<file path="config.mk">
export PLATFORM = sky130hd
export DESIGN_NAME = activation_writeback
export DESIGN_NICKNAME = d
export VERILOG_FILES = /design/src/rtl/tpu_pkg.sv /design/src/rtl/wb_row_fifo.sv /design/src/rtl/activation_writeback.sv
export SDC_FILE = /design/constraint.sdc
export NUM_CORES = 1
export LEC_CHECK = 0
export ABC_AREA = 1
export BUFFER_PORTS_ARGS = -buffer_cell sky130_fd_sc_hd__buf_2
export CAP_MARGIN = 5
export CORE_MARGIN = 2
export CORE_UTILIZATION = 30
export DETAILED_ROUTE_END_ITERATION = 16
export PLACE_DENSITY = 0.45
export SETUP_SLACK_MARGIN = 0.05
export SLEW_MARGIN = 0
export SYNTH_ARGS = -nofsm -noshare
export SYNTH_HDL_FRONTEND = slang
export SYNTH_SLANG_ARGS = --single-unit
export TNS_END_PERCENT = 20
</file>
<file path="constraint.sdc">
create_clock -name clk -period 2.9 [get_ports clk]
set_input_delay 0.58 -clock clk [delete_from_list [all_inputs] [get_ports clk]]
set_output_delay 0.58 -clock clk [all_outputs]
set_load 0.1 [all_outputs]
</file>
<file path="src/rtl/tpu_pkg.sv">
// Shared types for the TPU activation datapath.
//   DATA_W     : width of one signed fixed-point activation
//   act_t      : one signed activation
//   row_word_t : one packed row word {col2, col1}
//   wb_state_t : writeback FSM state
package tpu_pkg;
  localparam int DATA_W = 16;

  typedef logic signed [DATA_W-1:0] act_t;
  typedef logic [2*DATA_W-1:0]      row_word_t;

  typedef enum logic [1:0] {
    IDLE = 2'd0,
    RUN  = 2'd1,
    DONE = 2'd2
  } wb_state_t;
endpackage

</file>
<file path="src/rtl/wb_row_fifo.sv">
// Small synchronous FIFO for packed row words, fall-through head.
//   clk, rst      : clock, synchronous active-high reset
//   push, din     : write one entry (ignored when full unless popping)
//   pop           : remove head (ignored when empty)
//   dout          : current head, valid while !empty
//   full, empty   : occupancy flags
module wb_row_fifo #(
  parameter int WIDTH = 32,
  parameter int DEPTH = 4
) (
  input  logic             clk,
  input  logic             rst,
  input  logic             push,
  input  logic [WIDTH-1:0] din,
  input  logic             pop,
  output logic [WIDTH-1:0] dout,
  output logic             full,
  output logic             empty
);
  localparam int AW = $clog2(DEPTH);

  logic [WIDTH-1:0] mem [DEPTH];
  logic [AW-1:0]    wr_ptr, rd_ptr;
  logic [AW:0]      count;
  logic             do_push, do_pop;

  assign empty   = (count == '0);
  assign full    = (count == (AW+1)'(DEPTH));
  assign do_pop  = pop & ~empty;
  // A pop in the same cycle frees the slot, so a full FIFO still accepts.
  assign do_push = push & (~full | do_pop);
  assign dout    = mem[rd_ptr];

  always_ff @(posedge clk) begin
    if (do_push) mem[wr_ptr] <= din;
  end

  always_ff @(posedge clk) begin
    if (rst) begin
      wr_ptr <= '0;
      rd_ptr <= '0;
      count  <= '0;
    end else begin
      if (do_push) wr_ptr <= wr_ptr + 1'b1;
      if (do_pop)  rd_ptr <= rd_ptr + 1'b1;
      case ({do_push, do_pop})
        2'b10:   count <= count + 1'b1;
        2'b01:   count <= count - 1'b1;
        default: ;
      endcase
    end
  end
endmodule

</file>
<file path="src/rtl/activation_writeback.sv">
// Writeback stage behind the two-column leaky-ReLU block. Realigns the
// skewed column streams (col2 trails col1 by one cycle) into {col2, col1}
// row words, buffers them, and issues sequentially addressed writes to the
// unified buffer with valid/ready. Pulses done once all rows are written.
// Optional build macro: WB_SKEW_CHECK_EN enables the sticky skew error flag.
//   clk, rst                 : clock, synchronous active-high reset
//   wb_start_in              : pulse; latches base address / row count (IDLE only)
//   wb_base_addr_in          : first write address
//   wb_num_rows_in           : number of row words
//   wb_valid_1/2_in, data    : per-column activation streams
//   ub_wr_valid/addr/data_out, ub_wr_ready_in : write request handshake
//   wb_busy_out              : high while RUN
//   wb_done_out              : one-cycle completion pulse
//   wb_overflow_out          : sticky, a row was dropped on a full FIFO
//   wb_skew_err_out          : sticky skew violation (0 unless WB_SKEW_CHECK_EN)
module activation_writeback #(
  parameter int DATA_W     = tpu_pkg::DATA_W,
  parameter int FIFO_DEPTH = 4,
  parameter int ADDR_W     = 8
) (
  input  logic                clk,
  input  logic                rst,
  input  logic                wb_start_in,
  input  logic [ADDR_W-1:0]   wb_base_addr_in,
  input  logic [ADDR_W-1:0]   wb_num_rows_in,
  input  logic                wb_valid_1_in,
  input  logic                wb_valid_2_in,
  input  logic [DATA_W-1:0]   wb_data_1_in,
  input  logic [DATA_W-1:0]   wb_data_2_in,
  output logic                ub_wr_valid_out,
  input  logic                ub_wr_ready_in,
  output logic [ADDR_W-1:0]   ub_wr_addr_out,
  output logic [2*DATA_W-1:0] ub_wr_data_out,
  output logic                wb_busy_out,
  output logic                wb_done_out,
  output logic                wb_overflow_out,
  output logic                wb_skew_err_out
);
  import tpu_pkg::*;

  localparam int WORD_W = 2*DATA_W;

  wb_state_t          state;
  logic [ADDR_W-1:0]  base_q, rows_q, pushed_q, written_q;
  logic [DATA_W-1:0]  hold_q;
  logic               hold_full;
  logic               ovf_q;

  logic               start_ok, pair, want_push, fifo_push, fifo_pop, drop_ovf;
  logic               fifo_full, fifo_empty;
  logic [WORD_W-1:0]  pair_word, fifo_head;

  assign start_ok  = wb_start_in & (state == IDLE);

  // Deskew: col2 pairs with the col1 value captured on an earlier cycle.
  assign pair      = wb_valid_2_in & hold_full;
  assign pair_word = {wb_data_2_in, hold_q};

  assign fifo_pop  = ~fifo_empty & ub_wr_ready_in;
  assign want_push = pair & (state == RUN) & (pushed_q < rows_q);
  assign fifo_push = want_push & (~fifo_full | fifo_pop);
  assign drop_ovf  = want_push & fifo_full & ~fifo_pop;

  wb_row_fifo #(
    .WIDTH (WORD_W),
    .DEPTH (FIFO_DEPTH)
  ) u_fifo (
    .clk   (clk),
    .rst   (rst),
    .push  (fifo_push),
    .din   (pair_word),
    .pop   (fifo_pop),
    .dout  (fifo_head),
    .full  (fifo_full),
    .empty (fifo_empty)
  );

  // Hold register: a new col1 always loads; a pair alone empties it. When
  // both arrive together the pair consumed the old value, so it stays full.
  always_ff @(posedge clk) begin
    if (rst) begin
      hold_q    <= '0;
      hold_full <= 1'b0;
    end else if (wb_valid_1_in) begin
      hold_q    <= wb_data_1_in;
      hold_full <= 1'b1;
    end else if (pair) begin
      hold_full <= 1'b0;
    end
  end

  always_ff @(posedge clk) begin
    if (rst) begin
      state     <= IDLE;
      base_q    <= '0;
      rows_q    <= '0;
      pushed_q  <= '0;
      written_q <= '0;
      ovf_q     <= 1'b0;
    end else begin
      case (state)
        IDLE: if (wb_start_in)
                state <= (wb_num_rows_in == '0) ? DONE : RUN;
        RUN:  if (written_q == rows_q) state <= DONE;
        DONE: state <= IDLE;
        default: state <= IDLE;
      endcase

      if (start_ok) begin
        base_q    <= wb_base_addr_in;
        rows_q    <= wb_num_rows_in;
        pushed_q  <= '0;
        written_q <= '0;
        ovf_q     <= 1'b0;
      end else begin
        if (fifo_push) pushed_q  <= pushed_q + 1'b1;
        if (fifo_pop)  written_q <= written_q + 1'b1;
        if (drop_ovf)  ovf_q     <= 1'b1;
      end
    end
  end

`ifdef WB_SKEW_CHECK_EN
  logic skew_q;
  always_ff @(posedge clk) begin
    if (rst || start_ok)
      skew_q <= 1'b0;
    else if ((wb_valid_2_in & ~hold_full) |
             (wb_valid_1_in & hold_full & ~wb_valid_2_in))
      skew_q <= 1'b1;
  end
  assign wb_skew_err_out = skew_q;
`else
  assign wb_skew_err_out = 1'b0;
`endif

  assign ub_wr_valid_out = ~fifo_empty;
  assign ub_wr_addr_out  = base_q + written_q;
  // FIFO storage is not reset; mask so the idle bus reads zero.
  assign ub_wr_data_out  = fifo_empty ? '0 : fifo_head;
  assign wb_busy_out     = (state == RUN);
  assign wb_done_out     = (state == DONE);
  assign wb_overflow_out = ovf_q;
endmodule
</file>
# Word-level counts from Yosys, hierarchy flattened
# Memories as Yosys holds them, arrays and structs flattened. A register that Yosys moved wholly into a read port is not among the register bits.
# Cells that the tools add are included.
[totals]
regBits = 59
latchBits = 0
mem_bits_rw = 128
mem_bits_ro = 0
elab_cells = 62
n_memories = 1
[classes]
n_addsub = 7
n_mul = 0
n_div = 0
n_lt_le_gt_ge = 1
eq_ne = 8
n_shift = 0
n_mux = 12
bitwise_logic = 15
reduce_logical = 7
[mem_list]
columns = ["name", "depth", "width", "read_ports", "rd_clocked_by_memory_dff", "write_ports", "line_no", "text"]
rows = [
  ["u_fifo.mem", 4, 32, 1, 1, 1, "wb_row_fifo.sv:22", "logic [WIDTH-1:0] mem [DEPTH];"],
]
[ops]
columns = ["cell", "count"]
rows = [
  ["$mux W32", 1],
  ["$add A8 B1 Y8 const B", 2],
  ["$and A1 B1 Y1", 10],
  ["$mux W2", 5],
  ["$add A8 B8 Y8", 1],
  ["$eq A8 B8 Y1", 1],
  ["$logic_not A8 Y1", 1],
  ["$lt A8 B8 Y1", 1],
  ["$pmux W3 S2", 1],
  ["$add A2 B1 Y2 const B", 2],
  ["$eq A2 B1 Y1 const B", 2],
  ["$eq A2 B2 Y1 const B", 2],
  ["$mux W1", 4],
  ["$pmux W2 S2", 1],
  ["$reduce_bool A2 Y1", 2],
  ["$add A3 B1 Y3 const B", 1],
  ["$eq A3 B3 Y1 const B", 1],
  ["$logic_not A3 Y1", 1],
  ["$not A1 Y1", 3],
  ["$sub A3 B1 Y3 const B", 1],
  ["$logic_not A2 Y1", 1],
  ["$ne A2 B1 Y1 const B", 1],
  ["$ne A2 B2 Y1 const B", 1],
  ["$or A1 B1 Y1", 2],
  ["other kinds (2)", 2],
]

# Logic depth before layout (Yosys ltp)
[depth]
depth_word = 8
ltp_mapped = 16
depth_no_buf = 15

# By module
# From an unflattened synthesis, not the netlist that was laid out.
[hier_totals]
hier_cells = 812
hier_area_um2 = 8182.8
[modules_own_cells]
columns = ["module", "n_inst", "cells_per_inst", "area_per_inst_um2", "seq_area_each_um2"]
rows = [
  ["wb_row_fifo", 1, 376, 5246.3, 4023.9],
  ["activation_writeback", 1, 436, 2936.6, 1041.0],
]

# Worst setup path before layout
# No wires, ideal clock.
[synth_timing]
kind = "reg-to-output"
from = "register written_q[0]"
to = "output ub_wr_addr_out[6]"
t_arrival_ns = 2.856
required_time_ns = 2.320
slack_ns = -0.536
path_stages_with_launch = 9
path_buffers = 0
path_cell_list = "dfxtp_1 ha_1 inv_1 fa_1 o21ai_0 nand2_1 nand2_1 a21oi_1 xor2_1"
[synth_via]
elab_chain_len = 1
[synth_rtl]
columns = ["element", "line_no", "text"]
rows = [
  ["start, declared", "activation_writeback.sv:44", "logic [ADDR_W-1:0] base_q, rows_q, pushed_q, written_q;"],
  ["start signal, assigned", "activation_writeback.sv:117", "if (fifo_pop) written_q <= written_q + 1'b1;"],
  ["$add A8 B8 Y8", "activation_writeback.sv:138", "assign ub_wr_addr_out = base_q + written_q;"],
  ["end, declared", "activation_writeback.sv:32", "output logic [ADDR_W-1:0] ub_wr_addr_out,"],
]
# No other way between the ends.

# Final worst setup path
# Same ends and word-level chain as after synthesis.

==> results.md <==
* Status: complete, no violations
* Reg-to-Reg Start: rows_q[7]$_SDFFE_PP0P_
* Die Span Y at roughly 170 um
* Placed Cells incl. Taps at about 1200
* CTS Sinks at about 190
* Clock root buffer: clkbuf_16
* Reg2reg end: u_fifo.count[2]$_SDFFE_PP0P_
* Syn Nets at between 800 and 900
* Post-route cell area at roughly 10000 um^2
* Vias after detailed routing at around 5600
* Final worst-path cycle share at approximately 93%
* CTS Buffer Depth at 2
* PortBufs at 97
* R2R Setup Slk at about 0.34 ns
* Fin Hold WS at 0.369 ns
* Ys Warns at 0
* Most frequent cells in the layout: 195 x nor2_1, 128 x edfxtp_1, 106 x o21ai_0, 69 x a21oi_1, 66 x nand2_1
* Max_cap viols at 0
* Worst path depth at 9
* Die Area at 28400 um^2
* Largest net degree at the start of global routing at 55
* TritonCTS clock tree: built
* Slew margin rel. at between 60% and 70%
* Final WL at around 19000 um
* First-pass GRT wire length at between 30000 and 40000 um
* Worst-skew pair later-pin latency at around 0.43 ns
* Most common cell after layout, fill and taps aside: nor2_1
* Final Skew at approximately 0.016 ns
* Ports at 99
* Die X at ~170 um
* Cell Area, Synth at just over 8000 um^2
* Worst setup path end: ub_wr_addr_out[6]
* Placed cell area at approximately 9600 um^2
* FF+latch count, synth at 189
* Placer Congestion at 0.759
* Pins over their slew limit at 0
* Total grt overflow at 0
* Worst-path cell chain: ha_1, inv_1, fa_2, o21ai_2, nand2_1, nand2_1, a21oi_1, xor2_2, buf_12
* Critical Path AT at ~2.1 ns
* Setup crit start: written_q[0]$_SDFFE_PP0N_
* Main synth FF type: edfxtp_1
* Post-synthesis cell count at about 800
* P&R area growth vs syn at 25.8%
* Avg Cell Area, Syn at ~10 um^2
* Final Hold Vio Count at 0
* Vias per cell at approximately 4.5
* TritonCTS buffer count at 17
* Fin Setup TNS at 0 ns
* Antenna viol nets, final at 0
* Maximum clock frequency at roughly 0.37 GHz
* Critical-path maximum fanout at 5
* Overall power at slightly above 6 mW
* Initial cell density of the core at 30.3%
* Tightest Hold Check Type: input port to flop
* Critical path required time at 2.32 ns
* Critical path capture point type: output port
* Initial DRC count at roughly 300
* Worst Max-Slew Pin Slew at 0.590 ns
* WS Path Type: flop to output port
* Hold path start: wb_data_2_in[11]
* Layout Nets at 978
* Final setup fails at 0
* Most used cell, CP: nand2_1
* Total global routing track utilization at a little over an eighth
* Async set-reset flop share out of synthesis at 0%
* Initial antenna violation count at 0
* Power density over the cells at between 600 and 700 nW/um^2
* Max stage delay on crit path at 0.37 ns
* Vias in the first global route at roughly 5600
* Buf/Inv on CP at 2
* Tmin final at roughly 2.7 ns
* Register area share after synthesis at 62.5%
* Max VDD drop at approximately 340 uV
* CP Launch Type: flop
* Area of the core at around 27000 um^2
* Fin cells at between 1000 and 1500
* RSZ-0062 raised after global routing: yes
* DR pass1 iterations at 5
* Share of cells above drive strength 1 at between 10% and 20%
* Ant. Diodes at 0
* Drt drc at 0
* Average routed wire per standard cell at 14.8 um
* CTS Hold Buffers Added at 0
* Number of synthesized flops with an enable pin at about 130
* Post-DP HPWL at approximately 12000 um
* Max stage delay cell, worst path: dfxtp_4
* Crit path max-delay family: adder cells
* Setup Fix Bufs, Post-CTS at 0
* Number of distinct library cells after synthesis at 32
* H-Tree Level Count at 4
* Std-Cell Rows at 60
* Reg clk slew, reported paths at around 0.080 ns
* FF-to-FF path depth at 13
* Leakage at approximately 3.8 nW
[what timing repair did]
action / CTS / global route
endpoints found under the setup margin: 2 / 6
gates resized for setup: 5 / 3
pin swaps: 2 / 1
gates cloned: 0 / 0
[cells in the mapped netlist (2+ instances only)]
cell      count  area [um^2]
fa_1          2         40.0
o21ai_0     107          536
inv_2         4         15.0
nand3_1       7         35.0
xnor2_1       4         35.0
ha_1         21          263
nor3_1        8         40.0
nor2_2        3         18.8
clkbuf_1     23         86.3
nand2_1      66          248
inv_1        45          169
buf_2         5         25.0
clkinv_1      2         7.51
buf_1         4         15.0
nand3_4       3         52.6
a21oi_2       3         26.3
nand3b_1      2         15.0
nand2_2       5         31.3
nand4_1      12         75.1
nor2_1      199          747
xor2_1       12          105
edfxtp_1    128         3840
a21oi_1      69          345
dfxtp_1      61         1220
nor2_4        2         22.5
[how the worst min path moves through the flow]
stage                                    to  cells past startpoint
6_report        u_fifo.mem[1][27]$_DFFE_PP_                      1
3_5_place_dp   wb_overflow_out$_SDFFE_PP0P_                      2
2_1_floorplan        hold_full$_SDFFE_PP0P_                      2
3_3_place_gp   wb_overflow_out$_SDFFE_PP0P_                      2
5_1_grt         u_fifo.mem[1][19]$_DFFE_PP_                      1
4_1_cts         u_fifo.mem[2][26]$_DFFE_PP_                      1
[sequential cells by signal, summed over array words and instances, names as in the netlist, named ones only]
register	count
base_q	8
hold_full	1
hold_q	16
pushed_q	8
rows_q	8
state	2
u_fifo.count	3
u_fifo.mem	128
u_fifo.rd_ptr	2
u_fifo.wr_ptr	2
wb_overflow_out	1
written_q	8
[cell families (layout without fill, tap and decap cells)]
group | after synthesis | after routing | share of synthesized area [%]
xor+xnor | 16 | 16 | 1.73
other cells | 1 | 1 | 0.0463
compound gates | 179 | 179 | 11.2
fa+ha+maj | 23 | 23 | 3.73
simple gates | 311 | 311 | 16.6
buf+inv | 85 | 195 | 4.26
flops | 189 | 189 | 62.5
[metal layers]
| metal | track usage (%) | share of wire [%] | wire (um) | vias up |
|---|---|---|---|---|
| li1 | - | - | - | 2921 |
| met1 | 17.9 | 47 | 8730 | 2613 |
| met2 | 23.2 | 48 | 8990 | 100 |
| met3 | 3.15 | 3.8 | 707 | 12 |
| met4 | 3.41 | 0.95 | 176 | 0 |
| met5 | 0 | 0 | 0 | - |
[cell type report]
| class | instances | area [um^2] |
|---|---|---|
| timing repair buffer | 112 | 1190 |
| multi-input combinational | 530 | 2740 |
| fill | 2672 | 16500 |
| tap | 341 | 427 |
| clock buffer | 17 | 425 |
| sequential | 189 | 5070 |
| inverter | 51 | 191 |
| clock inverter | 15 | 151 |
[worst reg2reg max path, cell delays in order, from the launching register on]
cell	delay, ns
dfxtp_1	0.34
inv_1	0.07
ha_1	0.29
nand2_1	0.07
nor2_1	0.31
nor2_8	0.11
nand3_4	0.19
ha_1	0.18
inv_1	0.06
fa_1	0.38
a21oi_1	0.15
o21ai_0	0.11
o21ai_0	0.15
a21oi_1	0.05
[stage by stage]
stage / util [%] / setup slack (ns)
after floorplan: - / -0.454
after global placement: 35.9 / 0.356
after detailed placement: 35.9 / 0.326
after CTS: 38.1 / 0.0625
after global routing: 38.2 / 0.00433
final: 38.2 / 0.197
[power by group]
group	switching, mW	internal (mW)
combinational	0.649	0.265
sequential	0.0456	2.93
clock	1.12	1.15
total	1.82	4.35
Note: power is estimated with default switching activity, not from simulation.
